## src/rtl/if_stage.sv

```systemverilog
// Instruction-fetch stage: owns the PC, addresses the zero-wait instruction memory and fills IF/ID.
// Optional static branch prediction is enabled by defining IF_STATIC_PREDICT_EN.
module if_stage #(
  parameter logic [31:0] RESET_PC  = 32'h0000_0000,
  parameter logic [31:0] NOP_INSTR = 32'h0000_0013
) (
  input  logic        clk_i,
  input  logic        rst_ni,
  input  logic        stall_i,
  input  logic        redirect_i,
  input  logic [31:0] redirect_pc_i,
  input  logic        halt_i,
  input  logic        resume_i,
  output logic [31:0] imem_addr_o,
  input  logic [31:0] imem_data_i,
  output logic        ifid_valid_o,
  output logic [31:0] ifid_pc_o,
  output logic [31:0] ifid_instr_o,
  output logic        ifid_misalign_o,
  output logic        ifid_pred_taken_o,
  output logic [31:0] pc_o
);

  typedef enum logic [1:0] {
    ST_BOOT = 2'd0,
    ST_RUN  = 2'd1,
    ST_HALT = 2'd2
  } state_e;

  state_e      state_q, state_d;
  logic [31:0] pc_q, pc_d;
  logic        valid_q, valid_d;
  logic [31:0] ifid_pc_q, ifid_pc_d;
  logic [31:0] instr_q, instr_d;
  logic        misalign_q, misalign_d;
  logic        pred_q, pred_d;

  logic        pc_misaligned;
  logic [31:0] seq_pc;
  logic        pred_taken;
  logic [31:0] pred_pc;

  assign pc_misaligned = (pc_q[1:0] != 2'b00);
  assign seq_pc        = pc_q + 32'd4;

`ifdef IF_STATIC_PREDICT_EN
  logic [31:0] b_imm;
  logic [31:0] j_imm;
  logic        is_back_branch;
  logic        is_jal;

  assign b_imm = {{19{imem_data_i[31]}}, imem_data_i[31], imem_data_i[7],
                  imem_data_i[30:25], imem_data_i[11:8], 1'b0};
  assign j_imm = {{11{imem_data_i[31]}}, imem_data_i[31], imem_data_i[19:12],
                  imem_data_i[20], imem_data_i[30:21], 1'b0};

  // Backward conditional branches (negative offset) and every JAL are taken.
  assign is_back_branch = (imem_data_i[6:0] == 7'b1100011) && imem_data_i[31];
  assign is_jal         = (imem_data_i[6:0] == 7'b1101111);
  assign pred_taken     = is_back_branch || is_jal;
  assign pred_pc        = is_jal ? (pc_q + j_imm) : (pc_q + b_imm);
`else
  assign pred_taken = 1'b0;
  assign pred_pc    = seq_pc;
`endif

  // NOTE: every always_comb output gets a default first, so no path can infer a latch.
  always_comb begin
    state_d    = state_q;
    pc_d       = pc_q;
    valid_d    = valid_q;
    ifid_pc_d  = ifid_pc_q;
    instr_d    = instr_q;
    misalign_d = misalign_q;
    pred_d     = pred_q;

    if (redirect_i) begin
      pc_d       = redirect_pc_i;
      valid_d    = 1'b0;
      instr_d    = NOP_INSTR;
      misalign_d = 1'b0;
      pred_d     = 1'b0;
      if (state_q == ST_BOOT) state_d = ST_RUN;
    end else begin
      unique case (state_q)
        ST_BOOT: state_d = ST_RUN;
        ST_HALT: if (resume_i) state_d = ST_RUN;
        ST_RUN: begin
          if (halt_i) begin
            state_d    = ST_HALT;
            valid_d    = 1'b0;
            instr_d    = NOP_INSTR;
            misalign_d = 1'b0;
            pred_d     = 1'b0;
          end else if (!stall_i) begin
            valid_d   = 1'b1;
            ifid_pc_d = pc_q;
            if (pc_misaligned) begin
              // A misaligned PC keeps re-emitting the same bubble until EX redirects.
              instr_d    = NOP_INSTR;
              misalign_d = 1'b1;
              pred_d     = 1'b0;
            end else begin
              instr_d    = imem_data_i;
              misalign_d = 1'b0;
              pred_d     = pred_taken;
              pc_d       = pred_taken ? pred_pc : seq_pc;
            end
          end
        end
        default: state_d = ST_BOOT;
      endcase
    end
  end

  // NOTE: sequential state uses non-blocking assignments only.
  always_ff @(posedge clk_i or negedge rst_ni) begin
    if (!rst_ni) begin
      state_q    <= ST_BOOT;
      pc_q       <= RESET_PC;
      valid_q    <= 1'b0;
      ifid_pc_q  <= 32'h0;
      instr_q    <= NOP_INSTR;
      misalign_q <= 1'b0;
      pred_q     <= 1'b0;
    end else begin
      state_q    <= state_d;
      pc_q       <= pc_d;
      valid_q    <= valid_d;
      ifid_pc_q  <= ifid_pc_d;
      instr_q    <= instr_d;
      misalign_q <= misalign_d;
      pred_q     <= pred_d;
    end
  end

  assign imem_addr_o       = {2'b00, pc_q[31:2]};
  assign pc_o              = pc_q;
  assign ifid_valid_o      = valid_q;
  assign ifid_pc_o         = ifid_pc_q;
  assign ifid_instr_o      = instr_q;
  assign ifid_misalign_o   = misalign_q;
  assign ifid_pred_taken_o = pred_q;

endmodule
```

## config.mk

```make
export PLATFORM = sky130hd
export DESIGN_NAME = if_stage
export DESIGN_NICKNAME = d
export VERILOG_FILES = /design/src/rtl/if_stage.sv
export SDC_FILE = /design/constraint.sdc
export NUM_CORES = 1
export LEC_CHECK = 0
export CELL_PAD_IN_SITES_DETAIL_PLACEMENT = 0
export CELL_PAD_IN_SITES_GLOBAL_PLACEMENT = 1
export CORE_ASPECT_RATIO = 0.75
export CORE_MARGIN = 4
export CORE_UTILIZATION = 53
export CTS_BUF_LIST = sky130_fd_sc_hd__clkbuf_4 sky130_fd_sc_hd__clkbuf_8
export CTS_CLUSTER_SIZE = 25
export DETAILED_ROUTE_END_ITERATION = 8
export DONT_BUFFER_PORTS = 1
export GPL_TIMING_DRIVEN = 1
export PLACE_DENSITY = 0.84
export SYNTH_ARGS = -nofsm -noshare
export SYNTH_HDL_FRONTEND = slang
export SYNTH_SLANG_ARGS = --single-unit
```

## constraint.sdc

```tcl
create_clock -name clk_i -period 3.3 [get_ports clk_i]
set_input_delay 0.33 -clock clk_i [delete_from_list [all_inputs] [get_ports clk_i]]
set_output_delay 0.33 -clock clk_i [all_outputs]
set_load 0.01 [all_outputs]
```

; Yosys cells after proc, flatten, opt, wreduce, memory -nomap -nowiden
; Index checks and enable logic that the tools add are counted.
[op_classes]
add_sub_neg = 1
n_eq_ne = 9
n_mux = 28
bitwise = 3
reduce_logical = 7
[ops]
columns = op, count
row1 = $mux 32, 10
row2 = $add 32x3->32 const B, 1
row3 = $mux 1, 13
row4 = $mux 2, 4
row5 = $reduce_and 4->1, 2
row6 = $ne 3x3->1 const B, 2
row7 = $pmux 2 s3, 1
row8 = $ne 2x1->1 const B, 2
row9 = $ne 2x2->1 const B, 2
row10 = $reduce_bool 2->1, 2
row11 = $ne 3x1->1 const B, 1
row12 = $not 1->1, 3
row13 = $reduce_and 3->1, 1
row14 = $eq 2x1->1 const B, 1
row15 = $eq 2x2->1 const B, 1
row16 = $logic_not 2->1, 1
row17 = $reduce_and 2->1, 1
[totals]
reg_bits = 101
inputBits = 70
output_inout_bits = 131

; Longest topological paths before layout
; Gate-level depths: netlist of run 1.
[logic_depth]
ltp_word = 6
ltp_mapped = 7
mapped_depth_nobuf = 6

; Worst setup path before layout of run 1
; Ideal clock, no wire load.
[synth_timing]
path_kind = register to register
start = register pc_q[2], in the netlist pc_o[2]
end = register pc_q[22], in the netlist pc_o[22]
setup_time_ps = 125
arrival_ps = 2015
t_required_ps = 3175
setup_slack_ps = 1160
stages_incl_launch_ff = 8
cell_sequence = dfrtp_1 -> ha_1 -> nand3_1 -> or4_1 -> buf_2 -> or4_1 -> nand3_1 -> nand3_1
[synth_via]
elab_chain_len = 6
[synth_rtl]
columns = item, line
row1 = from (decl), 31  ; logic [31:0] pc_q, pc_d;
row2 = from (signal assigned), 128  ; pc_q <= pc_d;
row3 = $add 32x3->32, 44  ; assign seq_pc = pc_q + 32'd4;
row4 = $mux 32, 98  ; if (pc_misaligned) begin
row5 = $mux 32, 95  ; end else if (!stall_i) begin
row6 = $mux 32, 89  ; if (halt_i) begin
row7 = $mux 32, 85  ; unique case (state_q)
row8 = $mux 32, 77  ; if (redirect_i) begin
; Every way passes these cells. The select of a mux whose other input is x is not followed.
; A chain may end at the register's enable or synchronous reset.

; Worst setup path after layout of run 1
; Ends and elaborated chain as after synthesis.

==> reports/results.ini, run 1 <==
[global_routing]
grtUsageTotal_pct=20.7
grt_first_pass_wirelength_mm=16.3
overflow=0
grt_max_degree=101
grt_pass1_vias=3008
antenna_found_initial=0

[clock_network]
clk_latency_ns=0.37
clk_path_buf_depth=2
cts_made_buffers=9
holdBufCountCts=2
cts_setup_buffers=0
h-tree-depth=3
post_cts_resized=0
cts_root_buffer=clkbuf_8
clock-sinks=100
tritoncts=done
path_clk_slew_ns=0.10

[hold_path]
hold_class=input pin to register

[worst_setup_path]
end_kind=register
critPathMaxStageDelay_ns=0.61
cp.required_ns=3.55
crit_path_start_kind=register
crit_type=register to register
arrival_ns=2.72
cp_slowest_cell=dfrtp_1
path_max_fanout=8
crit_top_cell=nand3_1
cp_top_family=simple AND/OR/NAND/NOR gates
cp.buffers_inverters=0
regToRegSetupSlack_ns=0.84
path_cells=ha_1 > nand3_1 > or4_1 > or4_1 > nand3_1 > nand3_1

[floorplanning]
num_rows=29
die_area_sq_mm=0.0103
start_util_pct=54.4
die_y_um=88.9
core_area_sq_mm=0.00849
ioPinCount=201
die_w_um=116

[routing]
drt_wl_total_mm=10.9
drt-initial-drc-count=154
drtPass1Iterations=4
viasPerCell=6.24
antenna_left=0
avgRoutedWirePerCell_um=22.1
vias=3078
drc_errors=0

[final_layout]
fin_util_pct=55.8
area_delta_synth_final_pct=2.60
antenna_cells=0
layout.nets=451
drive_gt1_share_pct=18.4
fill_cells=787

[sta]
finalWorstSetupSlack_ns=0.835
setup-violations-final=0
rsz0062_at_grt=no
holdWs_ns=0.0624
post-route-min-period_ns=2.46
worst_pin_slew_ns=0.727
relSlewSlack_pct=51.2
hold_viol=0
drv_slew=0
fmax_mhz=406
finalCritPeriodShare_pct=74.7
setup_tns_ns=0
skew_ns=0.0152

[logic_synthesis]
yosysUniqueCellTypes=49
synth_cells=413
synth_area_sq_mm=0.00462
yosys-top-cells-area=dfrtp_1 (53%), mux2_2 (8.5%), a22o_1 (5.7%)
syn_avg_cell_area_sq_um=11.2
yosysWarnings=0
synth_seq_cells=100
ys_seq_area_share_pct=54.2
synth_top_cell_by_area=dfrtp_1
yosys.area.top_type_share_pct=52.5

[placed_design]
pre_cts_slack_ns=0.872
io_buffer_count=0
place_hpwl_mm=7.71
place_congestion=0.852

[power_and_ir_drop]
vdd_ir_drop_max_mv=0.563
clkPwrFrac_pct=28.0
sw_frac_of_total_pct=31.6
seqPwrFrac_pct=59.4
power_leakage_nw=2.03
p_comb_share_pct=12.5
internal_power_w=0.00212
p_sw_w=0.000978
power.density_mw_per_mm2=653

[status]
run_status=finished, final reports clean

[run]
cap_violations=0

## stage by stage
step	power (W)	cells	cell area (sq um)
5_1_grt	0.00327	493	4740
3_3_place_gp	0.00221	475	4480
6_report	0.00310	493	4740
2_1_floorplan	0.00216	415	4630
3_5_place_dp	0.00224	475	4480
4_1_cts	0.00314	493	4740
## power groups by stage
stage	Combinational [W]	Sequential (W)	Clock, W
final	0.000388	0.00184	0.000869
after global routing	0.000436	0.00189	0.000950
after CTS	0.000395	0.00185	0.000893
after detailed placement	0.000367	0.00187	0
after global placement	0.000346	0.00186	0
after floorplan	0.000387	0.00177	0
## cell usage after synthesis, drive strengths merged
cell / number
o41ai: 2
and3: 4
o311a: 1
mux2: 35
a32oi: 1
dfstp: 3
o211ai: 1
conb: 1
nor2b: 2
nor4: 5
and2: 2
nand2: 40
a32o: 1
a21o: 2
or3: 2
mux2i: 1
clkbuf: 18
o22ai: 1
o31ai: 2
or2: 2
nand4: 14
ha: 1
a21oi: 4
a311oi: 1
nor3: 9
a22o: 30
a31oi: 2
a41oi: 1
o311ai: 1
or4: 4
buf: 35
a21boi: 1
o21ai: 23
xnor2: 10
nand3: 17
o221ai: 1
dfrtp: 97
nor3b: 1
o21bai: 1
nand2b: 2
inv: 7
nor2: 17
xor2: 8
## final cells by class
class | count | area, sq um | share of cell area (%)
multi-input combinational | 255 | 1780 | 37.5
clock inverter | 7 | 98.8 | 2.08
clock buffer | 9 | 124 | 2.61
tap | 108 | 135 | 2.85
sequential | 100 | 2510 | 52.9
inverter | 7 | 26.3 | 0.554
timing repair buffer | 7 | 75.1 | 1.58
## final timing paths
| check | from | endpoint | depth (start not counted) |
|---|---|---|---|
| min in group asynchronous | rst_ni | pc_o[24] | 2 |
| worst min register to register | ifid_instr_o[4] | ifid_instr_o[4] | 2 |
| max in group asynchronous | rst_ni | pc_o[22] | 2 |
| worst min-delay path | halt_i | ifid_misalign_o | 1 |
| worst max-delay path | pc_o[2] | pc_o[22] | 6 |
| worst max register to register | pc_o[2] | pc_o[22] | 6 |
## per-layer routing
metal  global-route usage [%]  share of wire [%]
met1                     28.6                 44
met2                     30.6                 46
met3                     8.27                9.5
met4                     5.27               0.86
met5                        0                  0
## logic make-up (layout without fill, tap and decap cells)
| family | Yosys count | after routing | synth area share, % |
|---|---|---|---|
| compound gates | 76 | 76 | 11.9 |
| xor+xnor | 18 | 18 | 3.41 |
| fa+ha+maj | 1 | 1 | 0.271 |
| buf+inv | 60 | 30 | 7.61 |
| flops | 100 | 100 | 54.2 |
| mux | 36 | 36 | 8.75 |
| other cells | 1 | 3 | 0.0812 |
| simple gates | 121 | 121 | 13.7 |
## placed cells by master (no fill, tap or decap), drive strengths merged, types with 2 or more instances in the layout
cell    count
dfrtp      97
nand2      40
mux2       35
a22o       30
o21ai      23
nand3      17
nor2       17
nand4      14
xnor2      10
nor3        9
clkbuf      9
inv         9
xor2        8
buf         6
nor4        5
and3        4
a21oi       4
or4         4
conb        3
dfstp       3
nor2b       2
nand2b      2
or2         2
o41ai       2
or3         2
a31oi       2
o31ai       2
a21o        2
bufinv      2
and2        2
clkinv      2
## registers in the layout, summed over array words and instances, names as in the netlist
register and cells:
ifid_misalign_o 1, ifid_valid_o 1, ifid_instr_o 32, state_q 2, pc_o 32, ifid_pc_o 32
Note: power is estimated with default switching activity, not from simulation.
==> inputs of run 2 (changes only) <==
Settings changed: CORE_UTILIZATION 53 to 44, PLACE_DENSITY 0.84 to 0.74.
Clock period 3.3 ns to 2.25 ns, I/O delays scaled along.
==> reports/results.ini, run 2 (synthesis results as in run 1) <==
[sta]
setup-violations-final=0
post-route-min-period_ns=2.16
holdWs_ns=-0.459
fmax_mhz=464
rsz0062_at_grt=no
setup_tns_ns=0
finalCritPeriodShare_pct=95.8
worst_pin_slew_ns=0.541
hold_viol=100
drv_slew=0
relSlewSlack_pct=63.9
skew_ns=0.00999

[routing]
avgRoutedWirePerCell_um=20.1
drc_errors=0
drt-initial-drc-count=211
antenna_left=0
viasPerCell=5.57
drt_wl_total_mm=12.2
drtPass1Iterations=4
vias=3397

[global_routing]
overflow=0
grt_pass1_vias=3579
grtUsageTotal_pct=20.0
antenna_found_initial=0
grt_max_degree=101
grt_first_pass_wirelength_mm=19.5

[worst_setup_path]
arrival_ns=2.41
rr_startpoint=pc_o[1]
crit_path_start_kind=register
path_max_fanout=8
startpoint=pc_o[1]
cp_slowest_cell=or4_4
regToRegSetupSlack_ns=0.09
reg2reg_depth=6
crit_path_end=pc_o[2]
reg2reg_to=pc_o[2]
path_cells=or4_4 > nor2_2 > buf_4 > xnor2_1 > o21ai_0 > dlygate4sd3_1
crit_type=register to register
critPathMaxStageDelay_ns=0.57
cp.required_ns=2.50
end_kind=register

[clock_network]
path_clk_slew_ns=0.10
h-tree-depth=3
clk_path_buf_depth=2
cts_root_buffer=clkbuf_8
clock-sinks=100
cts_made_buffers=9
tritoncts=done
holdBufCountCts=61
clk_latency_ns=0.37

[final_layout]
fill_cells=912
drive_gt1_share_pct=21.3
fin_util_pct=54.1
finalInstanceArea_sq_mm=0.00554
antenna_cells=0
multi_input_area_sq_mm=0.00178
area_delta_synth_final_pct=20.0
final_cell_mix=dfrtp_1 (97), dlygate4sd3_1 (60), nand2_1 (40), mux2_2 (35), buf_4 (35)
layout.nets=540
regArea_sq_mm=0.00251
final_common_cell=dfrtp_1

[status]
run_status=finished, violations left
failed_checks=hold timing

[power_and_ir_drop]
power.density_mw_per_mm2=802
p_comb_share_pct=18.2
clkPwrFrac_pct=23.6
sw_frac_of_total_pct=31.5
internal_power_w=0.00305
power_leakage_nw=2.40
p_total_w=0.00445
vdd_ir_drop_max_mv=0.471
p_sw_w=0.00140
seqPwrFrac_pct=58.2

[floorplanning]
die_y_um=96.8
core_area_sq_mm=0.0102
die_area_sq_mm=0.0122
ioPinCount=201
num_rows=32
die_w_um=126
start_util_pct=45.1

[placed_design]
place_congestion=0.861
io_buffer_count=0
placed_cell_area_sq_mm=0.00474
place_hpwl_mm=8.36

[run]
cap_violations=0

[hold_path]
hold_class=input pin to async pin

[run 2: how the worst min path moves through the flow]
| stage | slack (ns) | cells past startpoint | start | to |
|---|---|---|---|---|
| detailed placement | -0.07 | 0 | rst_ni | ifid_pc_o[22] |
| global placement | -0.07 | 0 | rst_ni | ifid_pc_o[22] |
| finish | -0.46 | 0 | rst_ni | ifid_pc_o[22] |
| floorplan | -0.07 | 0 | rst_ni | ifid_instr_o[10] |
| global route | -0.50 | 0 | rst_ni | ifid_pc_o[22] |
| CTS | -0.48 | 0 | rst_ni | ifid_pc_o[22] |
[run 2: layout make-up]
type                       instances  area share, %
timing repair buffer              96           15.9
multi-input combinational        255           32.0
clock buffer                      11           2.62
tap                              136           3.07
clock inverter                     5          0.677
inverter                           7          0.474
sequential                       100           45.2
[run 2: repair_timing]
item                                   in CTS  in global routing
buffers inserted                            0                  0
resized for setup                           0                  0
endpoints found under the hold margin     161                100
setup endpoints to repair                   0                  0
[run 2: metal layers]
metal	up-vias	GRT usage (%)	routed length [um]
met5	-	0	0
met4	0	5.11	186
met3	17	6.90	1070
met2	150	31.2	5570
met1	1677	26.7	5410
li1	1553	-	-
[run 2: power by group through the flow]
stage / sequential [W] / combinational [W] / clock, W
floorplan: 0.00260 / 0.000568 / 0
global placement: 0.00262 / 0.000682 / 0
detailed placement: 0.00263 / 0.000707 / 0
CTS: 0.00260 / 0.000813 / 0.00110
global route: 0.00264 / 0.000887 / 0.00116
finish: 0.00259 / 0.000809 / 0.00105
[run 2: stage by stage]
step           hold WS [ns]  cells  setup WS (ns)
2_1_floorplan       -0.0706    415          0.110
3_3_place_gp        -0.0684    533          0.208
3_5_place_dp        -0.0686    533          0.203
4_1_cts              -0.482    610          0.105
5_1_grt              -0.497    610         0.0180
6_report             -0.459    610         0.0943
[run 2: worst max-delay path, delay by kind of cell (launching register included)]
family | cells | cell delay, ns
and+or+nand+nor | 2 | 0.70
buffers and inverters | 2 | 0.75
xor gates and xnor gates | 1 | 0.12
DFF | 1 | 0.40
AOI/OAI and AO/OA | 1 | 0.08
